$ cat src/rtl/wbu_pkg.sv
// Shared definitions for the debug-bus Wishbone supervisor.
package wbu_pkg;

  typedef enum logic [1:0] {
    WBG_IDLE  = 2'd0,
    WBG_BUSY  = 2'd1,
    WBG_ABORT = 2'd2
  } wbg_state_t;

  localparam int WBU_AW            = 32;
  localparam int WBU_DW            = 32;
  localparam int WBU_LGWATCHDOG    = 19;
  localparam int WBU_LGOUTSTANDING = 4;

endpackage

$ cat src/rtl/wbu_wdtimer.sv
// Watchdog counter: clear has priority over enable; terminal flags all-ones.
module wbu_wdtimer #(
  parameter int LGWATCHDOG = 19
) (
  input  logic clk,
  input  logic rst,
  input  logic clear,
  input  logic enable,
  output logic terminal
);

  logic [LGWATCHDOG-1:0] count;

  always_ff @(posedge clk or posedge rst) begin
    if (rst)         count <= '0;
    else if (clear)  count <= '0;
    else if (enable) count <= count + 1'b1;
  end

  assign terminal = &count;

endmodule

$ cat src/rtl/wbu_busguard.sv
// Wishbone bus supervisor: outstanding-request throttle, watchdog timeout,
// synthetic error and bus-reset pulse on abort.
module wbu_busguard import wbu_pkg::*; #(
  parameter int AW            = WBU_AW,
  parameter int DW            = WBU_DW,
  parameter int LGWATCHDOG    = WBU_LGWATCHDOG,
  parameter int LGOUTSTANDING = WBU_LGOUTSTANDING,
  parameter int WDMODE        = 0
) (
  input  logic                     i_clk,
  input  logic                     i_reset,
  input  logic                     i_mcyc,
  input  logic                     i_mstb,
  input  logic                     i_mwe,
  input  logic [AW-1:0]            i_maddr,
  input  logic [DW-1:0]            i_mdata,
  input  logic [DW/8-1:0]          i_msel,
  output logic                     o_mack,
  output logic                     o_merr,
  output logic                     o_mstall,
  output logic [DW-1:0]            o_mdata,
  output logic                     o_wb_cyc,
  output logic                     o_wb_stb,
  output logic                     o_wb_we,
  output logic [AW-1:0]            o_wb_addr,
  output logic [DW-1:0]            o_wb_data,
  output logic [DW/8-1:0]          o_wb_sel,
  input  logic                     i_wb_ack,
  input  logic                     i_wb_stall,
  input  logic                     i_wb_err,
  input  logic [DW-1:0]            i_wb_data,
  output logic                     o_bus_reset,
  output logic                     o_busy,
  output logic [LGOUTSTANDING:0]   o_outstanding,
  output logic [7:0]               o_timeouts
);

  localparam int CW = LGOUTSTANDING + 1;
  localparam logic [CW-1:0] MAX_OUT = {1'b1, {LGOUTSTANDING{1'b0}}};

  wbg_state_t    state, state_nxt;
  logic [CW-1:0] outstanding;
  logic [7:0]    timeouts;
  logic          to_pulse;
  logic          aborting, active, full, accept, ack_ok, err_ok;
  logic          wd_clear, wd_en, wd_term, timeout;

  // Reset gates the slave-side cycle combinationally so it drops at once.
  assign aborting = (state == WBG_ABORT);
  assign active   = !i_reset && !aborting && i_mcyc;
  assign full     = (outstanding == MAX_OUT);

  assign o_wb_cyc  = active;
  assign o_wb_stb  = !i_reset && !aborting && i_mstb && !full;
  assign o_wb_we   = i_mwe;
  assign o_wb_addr = i_maddr;
  assign o_wb_data = i_mdata;
  assign o_wb_sel  = i_msel;
  assign o_mdata   = i_wb_data;
  assign o_mstall  = aborting || i_wb_stall || full;

  assign accept = o_wb_stb && !i_wb_stall;
  assign ack_ok = active && i_wb_ack && (outstanding != '0);
  assign err_ok = active && i_wb_err;

  assign o_mack        = ack_ok;
  assign o_merr        = err_ok || to_pulse;
  assign o_bus_reset   = to_pulse;
  assign o_busy        = (state != WBG_IDLE);
  assign o_outstanding = outstanding;
  assign o_timeouts    = timeouts;

  assign wd_clear = !o_wb_cyc || i_wb_ack || i_wb_err || ((WDMODE != 0) && accept);
  assign wd_en    = (state == WBG_BUSY) && ((outstanding != '0) || i_mstb);
  assign timeout  = wd_term && wd_en && !wd_clear;

  wbu_wdtimer #(.LGWATCHDOG(LGWATCHDOG)) u_wdt (
    .clk      (i_clk),
    .rst      (i_reset),
    .clear    (wd_clear),
    .enable   (wd_en),
    .terminal (wd_term)
  );

  always_comb begin
    state_nxt = state;
    case (state)
      WBG_IDLE:  if (i_mcyc) state_nxt = WBG_BUSY;
      WBG_BUSY: begin
        if (!i_mcyc)                state_nxt = WBG_IDLE;
        else if (err_ok || timeout) state_nxt = WBG_ABORT;
      end
      WBG_ABORT: if (!i_mcyc) state_nxt = WBG_IDLE;
      default:   state_nxt = WBG_IDLE;
    endcase
  end

  always_ff @(posedge i_clk or posedge i_reset) begin
    if (i_reset) begin
      state       <= WBG_IDLE;
      outstanding <= '0;
      to_pulse    <= 1'b0;
      timeouts    <= 8'd0;
    end else begin
      state    <= state_nxt;
      to_pulse <= timeout;
      if (timeout && (timeouts != 8'hff))
        timeouts <= timeouts + 8'd1;
      // Dropping the cycle abandons any in-flight requests.
      if (!active || err_ok || timeout)
        outstanding <= '0;
      else
        outstanding <= outstanding + {{(CW-1){1'b0}}, accept}
                                   - {{(CW-1){1'b0}}, ack_ok};
    end
  end

endmodule

$ cat config.mk
export PLATFORM = sky130hd
export DESIGN_NAME = wbu_busguard
export DESIGN_NICKNAME = d
export VERILOG_FILES = /design/src/rtl/wbu_pkg.sv /design/src/rtl/wbu_wdtimer.sv /design/src/rtl/wbu_busguard.sv
export SDC_FILE = /design/constraint.sdc
export NUM_CORES = 1
export LEC_CHECK = 0
export CAP_MARGIN = 10
export CORE_MARGIN = 5
export CORE_UTILIZATION = 35
export DETAILED_ROUTE_END_ITERATION = 16
export HOLD_SLACK_MARGIN = 0.08
export PLACE_DENSITY = 0.94
export SETUP_SLACK_MARGIN = 0.3
export SYNTH_ARGS = -nofsm -noshare
export SYNTH_HDL_FRONTEND = slang
export SYNTH_SLANG_ARGS = --single-unit
export TNS_END_PERCENT = 30
$ cat constraint.sdc
create_clock -name i_clk -period 4.4 [get_ports i_clk]
set_clock_uncertainty 0.15 [all_clocks]
set_input_delay 0.88 -clock i_clk [delete_from_list [all_inputs] [get_ports i_clk]]
set_output_delay 0.88 -clock i_clk [all_outputs]
set_load 0.02 [all_outputs]
# ---- Word level (Yosys, flattened, before mapping)
# Cells that the tools add are included.
dict set report word_totals {
  ff_bits 35
  out_inout_bits 121
  inputBits 108
  elab_cells 57
}
dict set report classes {
  mux 8
  n_reduce_logical 33
  n_eq_ne 7
  addsub 4
}
# operator n
set ops {}
lappend ops {{19-bit 2-to-1 mux} 2}
lappend ops {{19-bit by 1-bit adder with 19-bit output (second input constant)} 1}
lappend ops {{19-bit AND reduction} 1}
lappend ops {{1-bit logical AND} 12}
lappend ops {{1-bit logical OR} 9}
lappend ops {{8-bit by 1-bit adder with 8-bit output (second input constant)} 1}
lappend ops {{2-bit 2-to-1 mux} 4}
lappend ops {{8-bit inequality test (second input constant)} 1}
lappend ops {{1-bit logical NOT} 6}
lappend ops {{2-bit one-hot mux with 3 select lines} 1}
lappend ops {{5-bit by 1-bit adder with 5-bit output} 1}
lappend ops {{5-bit == test (second input constant)} 1}
lappend ops {{5-bit 2-to-1 mux} 1}
lappend ops {{5-bit nonzero test} 1}
lappend ops {{5-bit by 1-bit subtractor with 5-bit output} 1}
lappend ops {{2-bit inequality test (second input constant)} 2}
lappend ops {{2-bit nonzero test} 2}
lappend ops {{3-bit by 2-bit inequality test with 1-bit output (second input constant)} 1}
lappend ops {{3-bit AND reduction} 1}
lappend ops {{2-bit by 1-bit == test with 1-bit output (second input constant)} 1}
lappend ops {{2-bit == test (second input constant)} 1}
lappend ops {{2-bit logical NOT} 1}

# ---- Depth between registers and ports, before layout
dict set report logic_depth {
  word_depth 13
  ltp_mapped 14
  ltp_nobuf 14
}

# ---- Modules after synthesis
# Synthesis repeated with hierarchy kept, for this count alone.
dict set report unflattened {
  hier_cells 305
  hier_area_um2 2835.2
}
# module seq_area_each_um2 cells_each area_each_um2 n_inst
set modules_own_cells {}
lappend modules_own_cells {wbu_busguard 400.4 202 1762.9 1}
lappend modules_own_cells {wbu_wdtimer 475.5 103 1072.3 1}

# ---- Worst setup path after synthesis
# No wires, ideal clock.
dict set report synth_path {
  kind {input -> register}
  startpoint {in i_reset}
  endpoint {reg outstanding[4] (netlist: o_outstanding[4])}
  cell_stages 14
  n_path_buf 1
  t_arrival_ns 3.804
  required_time_ns 4.107
  setup_time_ns 0.143
  path_slack_ns 0.303
  cell_sequence {inv_1 and3_1 clkbuf_1 and3_1 ha_1 inv_1 ha_1 inv_1 fa_1 inv_1 a21oi_1 nor2_1 or3_1 a21oi_1}
}
dict set report synth_between {
  elab_cells_between_ends 19
  classes_between {add/sub: 2; mux: 1; reduce/logical: 16}
}
# item line
set synth_rtl {}
lappend synth_rtl {{start: declaration} wbu_busguard.sv:11} ;# input logic i_reset,
lappend synth_rtl {{1-bit logical NOT (no line)} -}
lappend synth_rtl {{1-bit logical AND (2 in series)} wbu_busguard.sv:50} ;# assign active = !i_reset && !aborting && i_mcyc;
lappend synth_rtl {{named net o_wb_cyc} wbu_busguard.sv:22} ;# output logic o_wb_cyc,
lappend synth_rtl {{1-bit logical AND (2 in series)} wbu_busguard.sv:63} ;# assign ack_ok = active && i_wb_ack && (outstanding != '0);
lappend synth_rtl {{named net o_mack} wbu_busguard.sv:18} ;# output logic o_mack,
lappend synth_rtl {{5-bit by 1-bit subtractor with 5-bit output} wbu_busguard.sv:114} ;# - {{(CW-1){1'b0}}, ack_ok};
lappend synth_rtl {{5-bit 2-to-1 mux} wbu_busguard.sv:110} ;# if (!active || err_ok || timeout)
lappend synth_rtl {{end signal: assignment} wbu_busguard.sv:113} ;# outstanding <= outstanding + {{(CW-1){1'b0}}, accept}
lappend synth_rtl {{end: declaration} wbu_busguard.sv:42} ;# logic [CW-1:0] outstanding;
# The timed path passes the listed nets, and every way through them passes these cells.
# A chain may end at the register's enable or synchronous reset.

# ---- Final worst setup path
dict set report layout_path {
  startpoint {in i_mcyc}
  endpoint {out o_mack}
}
dict set report layout_between {
  elab_chain_len 3
}
# item line
set layout_rtl {}
lappend layout_rtl {{start: declaration} wbu_busguard.sv:12} ;# input logic i_mcyc,
lappend layout_rtl {{1-bit logical AND} wbu_busguard.sv:50}
lappend layout_rtl {{1-bit logical AND (2 in series)} wbu_busguard.sv:63}
lappend layout_rtl {{end: declaration} wbu_busguard.sv:18}
# Every way passes these cells.

==> report_table.html <==
<table>
<tr><th>Metric</th><th>Value</th></tr>
<tr><th colspan="2">Setup path</th></tr>
<tr><td>Worst-path maximum fanout</td><td>5</td></tr>
<tr><td>Category of cells accounting for the largest share of critical-path delay</td><td>buffers and inverters</td></tr>
<tr><td>Sort of element at the start of the critical path</td><td>input pin</td></tr>
<tr><td>Sequence of cells on the critical path</td><td>clkdlybuf4s50_1 -&gt; and3_1 -&gt; and3_1 -&gt; clkdlybuf4s50_1</td></tr>
<tr><td>Worst path required time</td><td>roughly 3.4 ns</td></tr>
<tr><td>Highest-delay cell along the critical path</td><td>clkdlybuf4s50_1</td></tr>
<tr><td>Worst endpoint data arrival time</td><td>2.59 ns</td></tr>
<tr><td>Critical path capture point type</td><td>output port</td></tr>
<tr><td>CP Class</td><td>in -&gt; out</td></tr>
<tr><td>Number of buffers and inverters on the critical path</td><td>2</td></tr>
<tr><td>Largest stage delay on the critical path</td><td>between 0.6 and 0.7 ns</td></tr>
<tr><th colspan="2">Detailed routing</th></tr>
<tr><td>First drt pass iteration count</td><td>4</td></tr>
<tr><td>Final ANT Viol Nets</td><td>0</td></tr>
<tr><td>Vias per cell</td><td>between 5 and 6</td></tr>
<tr><td>Drt drc</td><td>0</td></tr>
<tr><td>DRT Wirelength</td><td>approximately 5700 µm</td></tr>
<tr><td>Number of DRC markers in iteration 0</td><td>slightly below 80</td></tr>
<tr><td>Routed wirelength normalized by instance count</td><td>roughly 17 µm</td></tr>
<tr><td>Vias</td><td>between 1500 and 2000</td></tr>
<tr><th colspan="2">GRT</th></tr>
<tr><td>Highest-utilization routing layer at the global route stage</td><td>met2</td></tr>
<tr><td>Global-route total usage across every layer</td><td>0.114</td></tr>
<tr><td>GR Util met2</td><td>0.207</td></tr>
<tr><td>Global-route met1 utilization</td><td>0.112</td></tr>
<tr><td>Vias in the first global route</td><td>between 1500 and 2000</td></tr>
<tr><td>Global-route met3 utilization</td><td>0.0493</td></tr>
<tr><td>GRT overflow</td><td>0</td></tr>
<tr><td>Global-route wire length before repair</td><td>between 8000 and 9000 µm</td></tr>
<tr><td>Initial antenna violation count</td><td>0</td></tr>
<tr><td>Largest net degree at the start of global routing</td><td>38</td></tr>
<tr><th colspan="2">STA</th></tr>
<tr><td>Final sum of negative setup slack</td><td>0 ns</td></tr>
<tr><td>Worst slew margin relative to its limit</td><td>0.543</td></tr>
<tr><td>Final Slew Violations</td><td>0</td></tr>
<tr><td>Slew of the pin with the lowest slew margin</td><td>approximately 0.68 ns</td></tr>
<tr><td>Endpoints failing setup</td><td>0</td></tr>
<tr><td>Period Utilization, post-route</td><td>0.822</td></tr>
<tr><td>Minimum period implied by the final worst setup slack</td><td>3.62 ns</td></tr>
<tr><td>Unrepaired setup endpoints after global routing</td><td>false</td></tr>
<tr><td>Hold violation count in the final report</td><td>0</td></tr>
<tr><td>Timing-limited maximum frequency</td><td>about 280 MHz</td></tr>
<tr><td>Final Hold Slack</td><td>roughly 0.37 ns</td></tr>
<tr><td>Setup WS post-layout</td><td>0.783 ns</td></tr>
<tr><th colspan="2">Final layout</th></tr>
<tr><td>Area used by sequential logic in the layout</td><td>~880 µm²</td></tr>
<tr><td>Net count reported at finish</td><td>roughly 350</td></tr>
<tr><td>Most frequent standard cell in the layout excluding fill and tap cells</td><td>dfrtp_1</td></tr>
<tr><td>Fillers</td><td>between 700 and 800</td></tr>
<tr><td>Diode insertion count for antenna repair</td><td>0</td></tr>
<tr><td>Utilization after layout</td><td>0.322</td></tr>
<tr><td>Finished Cell Area</td><td>about 2500 µm²</td></tr>
<tr><td>Commonest cells after routing, fill and taps aside</td><td>35 x dfrtp_1, 29 x nor2_1, 26 x clkdlybuf4s50_1</td></tr>
<tr><td>Synthesis-to-finish area growth</td><td>-9.77%</td></tr>
<tr><td>Combined area of the multi-input logic cells</td><td>between 1000 and 1500 µm²</td></tr>
<tr><td>Share of layout cells above drive strength 1</td><td>0.0924</td></tr>
<tr><th colspan="2">Run status</th></tr>
<tr><td>Run status</td><td>finished clean</td></tr>
<tr><th colspan="2">Die</th></tr>
<tr><td>Die outline height</td><td>~98 µm</td></tr>
<tr><td>Count of pins on the block boundary</td><td>about 230</td></tr>
<tr><td>Starting density of the core</td><td>0.357</td></tr>
<tr><td>Area of the core</td><td>around 7600 µm²</td></tr>
<tr><td>Site Rows</td><td>32</td></tr>
<tr><td>Total Die Area</td><td>slightly below 10000 µm²</td></tr>
<tr><td>Die width</td><td>98.3 µm</td></tr>
<tr><th colspan="2">Logic synthesis</th></tr>
<tr><td>Cells after synthesis</td><td>around 300</td></tr>
<tr><td>Register bit count reported by yosys</td><td>35</td></tr>
<tr><td>Top cell type by total area after synthesis</td><td>dfrtp_1</td></tr>
<tr><td>Share of the synthesized area in the top cell type</td><td>0.321</td></tr>
<tr><td>Post-synth net total</td><td>423</td></tr>
<tr><td>Distinct cell type count after synthesis</td><td>40</td></tr>
<tr><td>Synthesized cell area</td><td>2730 µm²</td></tr>
<tr><td>Synthesized area divided by synthesized cell count</td><td>8.91 µm²</td></tr>
<tr><td>Total of warnings raised by yosys</td><td>0</td></tr>
<tr><td>Largest cells by area after synthesis</td><td>dfrtp_1 32%, buf_4 28%, xor2_1 4.2%</td></tr>
<tr><td>Post-synthesis sequential area ratio</td><td>0.321</td></tr>
<tr><th colspan="2">Min path</th></tr>
<tr><td>Worst min path class</td><td>reg -&gt; reg</td></tr>
<tr><th colspan="2">Job</th></tr>
<tr><td>Maximum capacitance violations</td><td>0</td></tr>
<tr><th colspan="2">CTS</th></tr>
<tr><td>Clock transition at the registers of the reported paths</td><td>~0.06 ns</td></tr>
<tr><td>CTS H-tree lvls</td><td>2</td></tr>
<tr><td>Clock root buffer</td><td>clkbuf_8</td></tr>
<tr><td>TritonCTS clock tree</td><td>built</td></tr>
<tr><td>Post-CTS resize count</td><td>0</td></tr>
<tr><td># hold bufs at CTS</td><td>0</td></tr>
<tr><td>Post-CTS setup-driven buffer insertion count</td><td>0</td></tr>
<tr><td>Clock Sink Count</td><td>35</td></tr>
<tr><td>Maximum buffer depth of the clock tree</td><td>2</td></tr>
<tr><td>Clock latency reported for the late side of the worst-skew pair</td><td>0.29 ns</td></tr>
<tr><td>Number of buffers added by the clock tree synthesis step</td><td>5</td></tr>
<tr><th colspan="2">Power</th></tr>
<tr><td>Leakage dissipation</td><td>between 1 and 1.5 nW</td></tr>
<tr><td>Power density over the cells</td><td>252 nW/µm²</td></tr>
<tr><td>Maximum resistive drop on vdd</td><td>around 0.00010 V</td></tr>
<tr><th colspan="2">Placement</th></tr>
<tr><td>Post-DP HPWL</td><td>between 4000 and 5000 µm</td></tr>
<tr><td>Setup slack at placement</td><td>just over 0.8 ns</td></tr>
<tr><td>IO buf count</td><td>26</td></tr>
<tr><td>Placed cell areas</td><td>around 2400 µm²</td></tr>
<tr><td>Final weighted congestion in routability-driven placement</td><td>0.873</td></tr>
</table>
-- final cells by class --
| cell class | instances | area share |
|---|---|---|
| Timing Repair Buffer | 28 | 0.112 |
| Multi-Input combinational cell | 156 | 0.423 |
| Inverter | 11 | 0.0168 |
| Tap cell | 102 | 0.0519 |
| Sequential cell | 35 | 0.356 |
| Clock buffer | 8 | 0.0407 |
-- logic make-up after synthesis --
family / after synthesis / share of synthesized area
and+or+nand+nor: 98 / 0.197
DFF: 35 / 0.321
muxes: 4 / 0.0161
xor gates and xnor gates: 23 / 0.0739
AOI/OAI and AO/OA: 22 / 0.0509
buffers and inverters: 115 / 0.297
adders and majority gates: 9 / 0.0440
-- metal layers --
metal	vias up	share of wire
met2	110	0.53
met5	-	0
li1	772	-
met1	841	0.35
met3	26	0.094
met4	0	0.030
-- report_power, final --
group / switching, mW / total, mW / internal (mW)
clock network: 0.110 / 0.253 / 0.143
logic: 0.0264 / 0.0432 / 0.0169
registers: 0.00194 / 0.325 / 0.323
total: 0.138 / 0.621 / 0.483
-- stage by stage --
step / total power [mW] / instances
after floorplan: 0.488 / 306
after global placement: 0.373 / 332
after detailed placement: 0.374 / 332
after CTS: 0.628 / 340
after global routing: 0.644 / 340
final: 0.621 / 340
-- state kept, by name, summed over array words and instances, names as in the netlist --
name,flops
u_wdt.count,19
o_timeouts,8
o_outstanding,5
state,2
o_bus_reset,1
-- cells in the mapped netlist --
cell / n
and3_1: 7
nand3_2: 1
a211o_1: 1
nand2_1: 13
nor4_1: 2
nand3_1: 12
xnor2_1: 10
a21oi_1: 8
clkbuf_1: 3
nor4_4: 1
or2_2: 1
nand4_2: 1
a21o_1: 2
nor4b_1: 1
mux2_1: 1
a211oi_2: 1
and2_1: 1
nand4_1: 9
buf_4: 101
nor3_2: 1
mux2_2: 2
or3_1: 3
fa_1: 1
nor3_1: 3
ha_1: 8
dfrtp_1: 35
a31oi_1: 2
inv_1: 11
or4b_2: 1
o2111ai_2: 1
o21ai_0: 7
nor2b_1: 3
nor2_1: 29
or3_2: 1
nand2b_1: 5
mux2i_1: 1
xor2_1: 13
nor3b_1: 1
and4_2: 1
nor4_2: 1
-- worst paths after layout --
path	startpoint	to	slack, ns	cells after the start
setup reg to reg	o_outstanding[3]	o_outstanding[4]	1.04	14
hold / removal	o_timeouts[3]	o_timeouts[3]	0.37	1
max in group asynchronous	i_reset	o_timeouts[3]	2.84	3
hold reg to reg	o_timeouts[3]	o_timeouts[3]	0.37	1
min in group asynchronous	i_reset	o_outstanding[0]	0.93	3
setup / recovery	i_mcyc	o_mack	0.78	4
No activity file was read; power rests on OpenSTA's default activity.
